$ cat src/rtl/aes_key_loader.sv
// Streams a 128-bit cipher key into key_expand, waits for its done, then serves round-key reads.
// Optional macro LAST_RK_CACHE_EN keeps the last fetched round key so that a repeat request is answered directly.
module aes_key_loader #(
    parameter int unsigned DONE_TIMEOUT = 255
) (
    input  logic         clk,
    input  logic         reset,
    input  logic [127:0] key_in,
    input  logic         key_valid,
    output logic         key_ready,
    output logic         ke_start,
    output logic [31:0]  ke_cipher_key,
    input  logic         ke_done,
    output logic [3:0]   ke_round_key_num,
    output logic [1:0]   ke_r_index,
    input  logic [31:0]  ke_round_key,
    output logic         keys_ready,
    input  logic         rk_req,
    input  logic [3:0]   rk_num,
    output logic         rk_ack,
    output logic [127:0] rk_data,
    output logic         err
);
    localparam int unsigned TW         = (DONE_TIMEOUT > 1) ? $clog2(DONE_TIMEOUT) : 1;
    localparam logic [3:0]  LAST_ROUND = 4'd10;

    typedef enum logic [2:0] {IDLE, START, LOAD, WAIT_DONE, READY, FETCH, RESP} state_e;

    state_e         state_q;
    logic [127:0]   key_q;
    logic [1:0]     word_q;
    logic [TW-1:0]  timer_q;
    logic [95:0]    rk_buf_q;
    logic           ke_start_q;
    logic [31:0]    ke_key_q;
    logic [3:0]     ke_num_q;
    logic [1:0]     ke_idx_q;
    logic           keys_ready_q;
    logic           rk_ack_q;
    logic [127:0]   rk_data_q;
    logic           err_q;
`ifdef LAST_RK_CACHE_EN
    logic           cache_vld_q;
    logic [3:0]     cache_num_q;
    logic [127:0]   cache_data_q;
`endif

    // A pending round-key request in READY blocks key acceptance, giving it priority.
    assign key_ready = (state_q == IDLE) || ((state_q == READY) && !rk_req);

    always_ff @(posedge clk) begin
        if (reset) begin
            state_q      <= IDLE;
            key_q        <= '0;
            word_q       <= '0;
            timer_q      <= '0;
            rk_buf_q     <= '0;
            ke_start_q   <= 1'b0;
            ke_key_q     <= '0;
            ke_num_q     <= '0;
            ke_idx_q     <= '0;
            keys_ready_q <= 1'b0;
            rk_ack_q     <= 1'b0;
            rk_data_q    <= '0;
            err_q        <= 1'b0;
`ifdef LAST_RK_CACHE_EN
            cache_vld_q  <= 1'b0;
            cache_num_q  <= '0;
            cache_data_q <= '0;
`endif
        end else begin
            ke_start_q <= 1'b0;
            rk_ack_q   <= 1'b0;
            if (key_valid && key_ready) begin
                state_q      <= START;
                key_q        <= key_in;
                keys_ready_q <= 1'b0;
                ke_start_q   <= 1'b1;
`ifdef LAST_RK_CACHE_EN
                cache_vld_q  <= 1'b0;
`endif
            end else begin
                case (state_q)
                    START: begin
                        state_q  <= LOAD;
                        ke_key_q <= key_q[127:96];
                        key_q    <= {key_q[95:0], 32'h0};
                        word_q   <= '0;
                    end
                    LOAD: begin
                        if (word_q == 2'd3) begin
                            state_q  <= WAIT_DONE;
                            ke_key_q <= '0;
                            timer_q  <= '0;
                        end else begin
                            ke_key_q <= key_q[127:96];
                            key_q    <= {key_q[95:0], 32'h0};
                            word_q   <= word_q + 2'd1;
                        end
                    end
                    WAIT_DONE: begin
                        if (ke_done) begin
                            state_q      <= READY;
                            keys_ready_q <= 1'b1;
                            timer_q      <= '0;
                        end else if (timer_q == TW'(DONE_TIMEOUT - 1)) begin
                            state_q <= IDLE;
                            err_q   <= 1'b1;
                            timer_q <= '0;
                        end else begin
                            timer_q <= timer_q + TW'(1);
                        end
                    end
                    READY: begin
                        if (rk_req) begin
                            if (rk_num > LAST_ROUND) begin
                                state_q   <= RESP;
                                rk_ack_q  <= 1'b1;
                                rk_data_q <= '0;
`ifdef LAST_RK_CACHE_EN
                            end else if (cache_vld_q && (cache_num_q == rk_num)) begin
                                state_q   <= RESP;
                                rk_ack_q  <= 1'b1;
                                rk_data_q <= cache_data_q;
`endif
                            end else begin
                                state_q  <= FETCH;
                                ke_num_q <= rk_num;
                                ke_idx_q <= '0;
                            end
                        end
                    end
                    FETCH: begin
                        // Words gather in rk_buf_q so rk_data only changes together with rk_ack.
                        if (ke_idx_q == 2'd3) begin
                            state_q   <= RESP;
                            rk_ack_q  <= 1'b1;
                            rk_data_q <= {rk_buf_q, ke_round_key};
                            ke_num_q  <= '0;
                            ke_idx_q  <= '0;
`ifdef LAST_RK_CACHE_EN
                            cache_vld_q  <= 1'b1;
                            cache_num_q  <= ke_num_q;
                            cache_data_q <= {rk_buf_q, ke_round_key};
`endif
                        end else begin
                            rk_buf_q <= {rk_buf_q[63:0], ke_round_key};
                            ke_idx_q <= ke_idx_q + 2'd1;
                        end
                    end
                    RESP:    state_q <= READY;
                    IDLE:    state_q <= IDLE;
                    default: state_q <= IDLE;
                endcase
            end
        end
    end

    assign ke_start         = ke_start_q;
    assign ke_cipher_key    = ke_key_q;
    assign ke_round_key_num = ke_num_q;
    assign ke_r_index       = ke_idx_q;
    assign keys_ready       = keys_ready_q;
    assign rk_ack           = rk_ack_q;
    assign rk_data          = rk_data_q;
    assign err              = err_q;

endmodule

$ cat config.mk
export PLATFORM = sky130hd
export DESIGN_NAME = aes_key_loader
export DESIGN_NICKNAME = d
export VERILOG_FILES = /design/src/rtl/aes_key_loader.sv
export SDC_FILE = /design/constraint.sdc
export NUM_CORES = 1
export LEC_CHECK = 0
export CELL_PAD_IN_SITES_DETAIL_PLACEMENT = 0
export CELL_PAD_IN_SITES_GLOBAL_PLACEMENT = 1
export CORE_ASPECT_RATIO = 2
export CORE_MARGIN = 1
export CORE_UTILIZATION = 37
export DETAILED_ROUTE_END_ITERATION = 8
export PLACE_DENSITY = 0.79
export SKIP_LAST_GASP = 1
export SLEW_MARGIN = 0
export SYNTH_ARGS = -nofsm -noshare
export SYNTH_HDL_FRONTEND = slang
export SYNTH_SLANG_ARGS = --single-unit
export TNS_END_PERCENT = 20
$ cat constraint.sdc
create_clock -name clk -period 2.2 [get_ports clk]
set_input_delay 0.44 -clock clk [delete_from_list [all_inputs] [get_ports clk]]
set_output_delay 0.44 -clock clk [all_outputs]
set_load 0.01 [all_outputs]
==> load_flow_metrics.sql <==
INSERT INTO impl_metrics (metric_group, metric, value, unit) VALUES
('sta', 'fmax', '505', 'MHz'),
('clocking', 'worst_skew_pair.late_latency', '0.55', 'ns'),
('yosys', 'yosys_register_bits', '407', ''),
('yosys', 'sequential_share_of_the_synthesized_area', '0.539', ''),
('sta', 'number_of_max_slew_violations_in_the_final_report', '0', ''),
('critical_path', 'critPathMaxFanout', '4', ''),
('cells_and_area', 'area_growth_syn_to_layout', '35.4', '%'),
('critical_path', 'cp_top_family', 'buffers and inverters', ''),
('pwr', 'share_seq_of_total_power', '0.469', ''),
('routing', 'wl_cell', '17.8', 'um'),
('clocking', 'htree_levels', '2', ''),
('yosys', 'synthesis.nets', '1994', ''),
('yosys', 'synth.lib_cells_used.distinct', '49', ''),
('routing', 'route.antenna.remaining_nets', '0', ''),
('yosys', 'synth_top_cells_by_area', 'dfxtp_1 (54%), nor2_1 (8.3%), nand2_1 (8.2%)', ''),
('yosys', 'synth.cells.most_frequent', 'dfxtp_1 (407), nor2_1 (336), nand2_1 (331)', ''),
('critical_path', 'worst_setup_path_start_kind', 'flip-flop', ''),
('yosys', 'synth_edf_count', '0', ''),
('yosys', 'synth_compound_area_frac', '0.164', ''),
('routing', 'drt_first_pass_iters', '5', ''),
('clocking', 'cts.path.max_buffers', '3', ''),
('grt', 'antenna_violations_before_repair', '2', ''),
('sta', 'post-route-period-util', '0.900', ''),
('grt', 'global_route.overflow_total', '0', ''),
('yosys', 'yosys.area_share.adder', '0.00331', ''),
('yosys', 'synth_async_reset_ratio', '0', ''),
('sta', 'grt_setup_unrepaired', 'false', ''),
('placement', 'post-place-cells', '2580', ''),
('routing', 'post-route-drc-count', '0', ''),
('cells_and_area', 'finalNonFillerCells', '2649', ''),
('status', 'outcome', 'finished, final reports clean', ''),
('sta', 'holdWs', '0.348', 'ns'),
('placement', 'place.detailed.hpwl', '32400', 'um'),
('yosys', 'yosys.area.top_type', 'dfxtp_1', ''),
('sta', 'setup-tns-final', '0', 'ns'),
('yosys', 'synth-warning-count', '0', ''),
('critical_path', 'critical_path.endpoint_type', 'output port', ''),
('critical_path', 'worst-path-buf-inv', '1', ''),
('clocking', 'post_cts_hold_buffer_count', '0', ''),
('yosys', 'synth_area', '15100', 'um^2'),
('pwr', 'power.density_cell_area', '833', 'nW/um^2'),
('critical_path', 'critPathKind', 'flip-flop to output port', ''),
('floorplan', 'std_cell_rows', '104', ''),
('pwr', 'cellInternalPower', '12.8', 'mW'),
('yosys', 'synthesized_instance_count', '1821', ''),
('cells_and_area', 'layout.cell_area.non_filler', '20500', 'um^2'),
('pwr', 'power.combinational.fraction', '0.128', ''),
('sta', 'finalSetupViolCount', '0', ''),
('yosys', 'synth_top_family_by_area', 'simple AND/OR/NAND/NOR gates', ''),
('pwr', 'switch_pwr', '4.29', 'mW'),
('routing', 'route.final.wire_length', '47100', 'um'),
('sta', 'worst_pin_slew', '0.566', 'ns'),
('yosys', 'yosysMostFrequentCell', 'dfxtp_1', ''),
('clocking', 'cts.sink_count', '407', ''),
('yosys', 'synth_simple_gate_area_frac', '0.245', ''),
('clocking', 'ctsRootBufferMaster', 'clkbuf_16', ''),
('yosys', 'synth_area_per_cell', '8.30', 'um^2'),
('clocking', 'clk_pin_slew', '0.06', 'ns'),
('flow_run', 'max-cap-violations', '0', ''),
('floorplan', 'num_io_pins', '340', ''),
('critical_path', 'critical_path.cell_chain', 'clkdlybuf4s50_1', ''),
('floorplan', 'coreArea', '40200', 'um^2'),
('placement', 'dpl-instance-area', '19200', 'um^2'),
('pwr', 'clk_pwr_share', '0.403', ''),
('cells_and_area', 'fill_cell_total_of_the_finished_layout', '3839', ''),
('placement', 'port_buffers', '339', ''),
('sta', 'timing.clock.skew', '0.0192', 'ns'),
('routing', 'drt_first_iter_violations', '711', ''),
('placement', 'pre_cts_slack', '-0.0399', 'ns'),
('pwr', 'power.leakage', '7.18', 'nW'),
('floorplan', 'die_ar', '41700', 'um^2');
-- layout make-up --
type | count | area, um^2 | share of cell area
clock inverter | 11 | 134 | 0.00654
multi-input combinational | 1259 | 6340 | 0.310
inverter | 3 | 11.3 | 0.000550
timing repair buffer | 382 | 4000 | 0.195
sequential | 407 | 8150 | 0.398
antenna | 2 | 5.00 | 0.000245
clock buffer | 55 | 1160 | 0.0566
tap | 530 | 663 | 0.0324
-- cell families (layout without fill, tap and decap cells) --
family	after synthesis	after routing
simple gates	803	803
flops	407	407
other cells	0	2
compound gates	444	444
xor+xnor	8	8
fa+ha+maj	4	4
buf+inv	155	451
-- power by group through the flow --
stage | logic, mW | registers, mW | clock network [mW]
global placement | 2.16 | 8.14 | 0
finish | 2.18 | 7.99 | 6.88
floorplan | 1.29 | 8.11 | 0
CTS | 2.21 | 7.99 | 7.06
global route | 2.41 | 8.04 | 7.36
detailed placement | 2.20 | 8.16 | 0
-- what timing repair did --
item	CTS	global route
setup buffers	1	0
setup endpoints to repair	1	0
resized for setup	4	0
-- state kept, by name (all words and copies together) (netlist names) --
register and flops:
state_q 3, ke_round_key_num 4, rk_buf_q 96, rk_ack 1, timer_q 8, ke_start 1, ke_cipher_key 32, keys_ready 1
ke_r_index 2, key_q 128, err 1, word_q 2, rk_data 128
-- cell usage in the layout (no fill, tap or decap), drive strengths merged, types with 5 or more instances in the layout --
cell	Yosys	final
xnor2	7	7
o21ai	129	129
buf	57	44
clkdlybuf4s50	0	337
nor2	337	337
a22oi	33	33
clkinv	0	7
nor3	5	5
clkbuf	95	55
a22o	32	32
dfxtp	407	407
a21oi	234	234
nand3b	5	5
nand2	331	331
nor4	101	101
-- routing by layer --
layer  vias to the layer above  track usage  share of wire
met5                         -            0              0
met1                      6391        0.229           0.36
li1                       6682            -              -
met4                         0        0.113          0.048
met3                        95       0.0458          0.057
met2                       404        0.418           0.53
-- final timing paths --
kind | end | cells past startpoint | start | slack (ns)
worst min-delay path | ke_cipher_key[0] | 2 | reset | 0.35
worst min register to register | rk_data[125] | 2 | rk_buf_q[93] | 0.45
worst max register to register | key_q[105] | 7 | state_q[2] | 0.36
worst max-delay path | ke_r_index[0] | 1 | ke_r_index[0] | 0.22
Note: power is estimated with default switching activity, not from simulation.
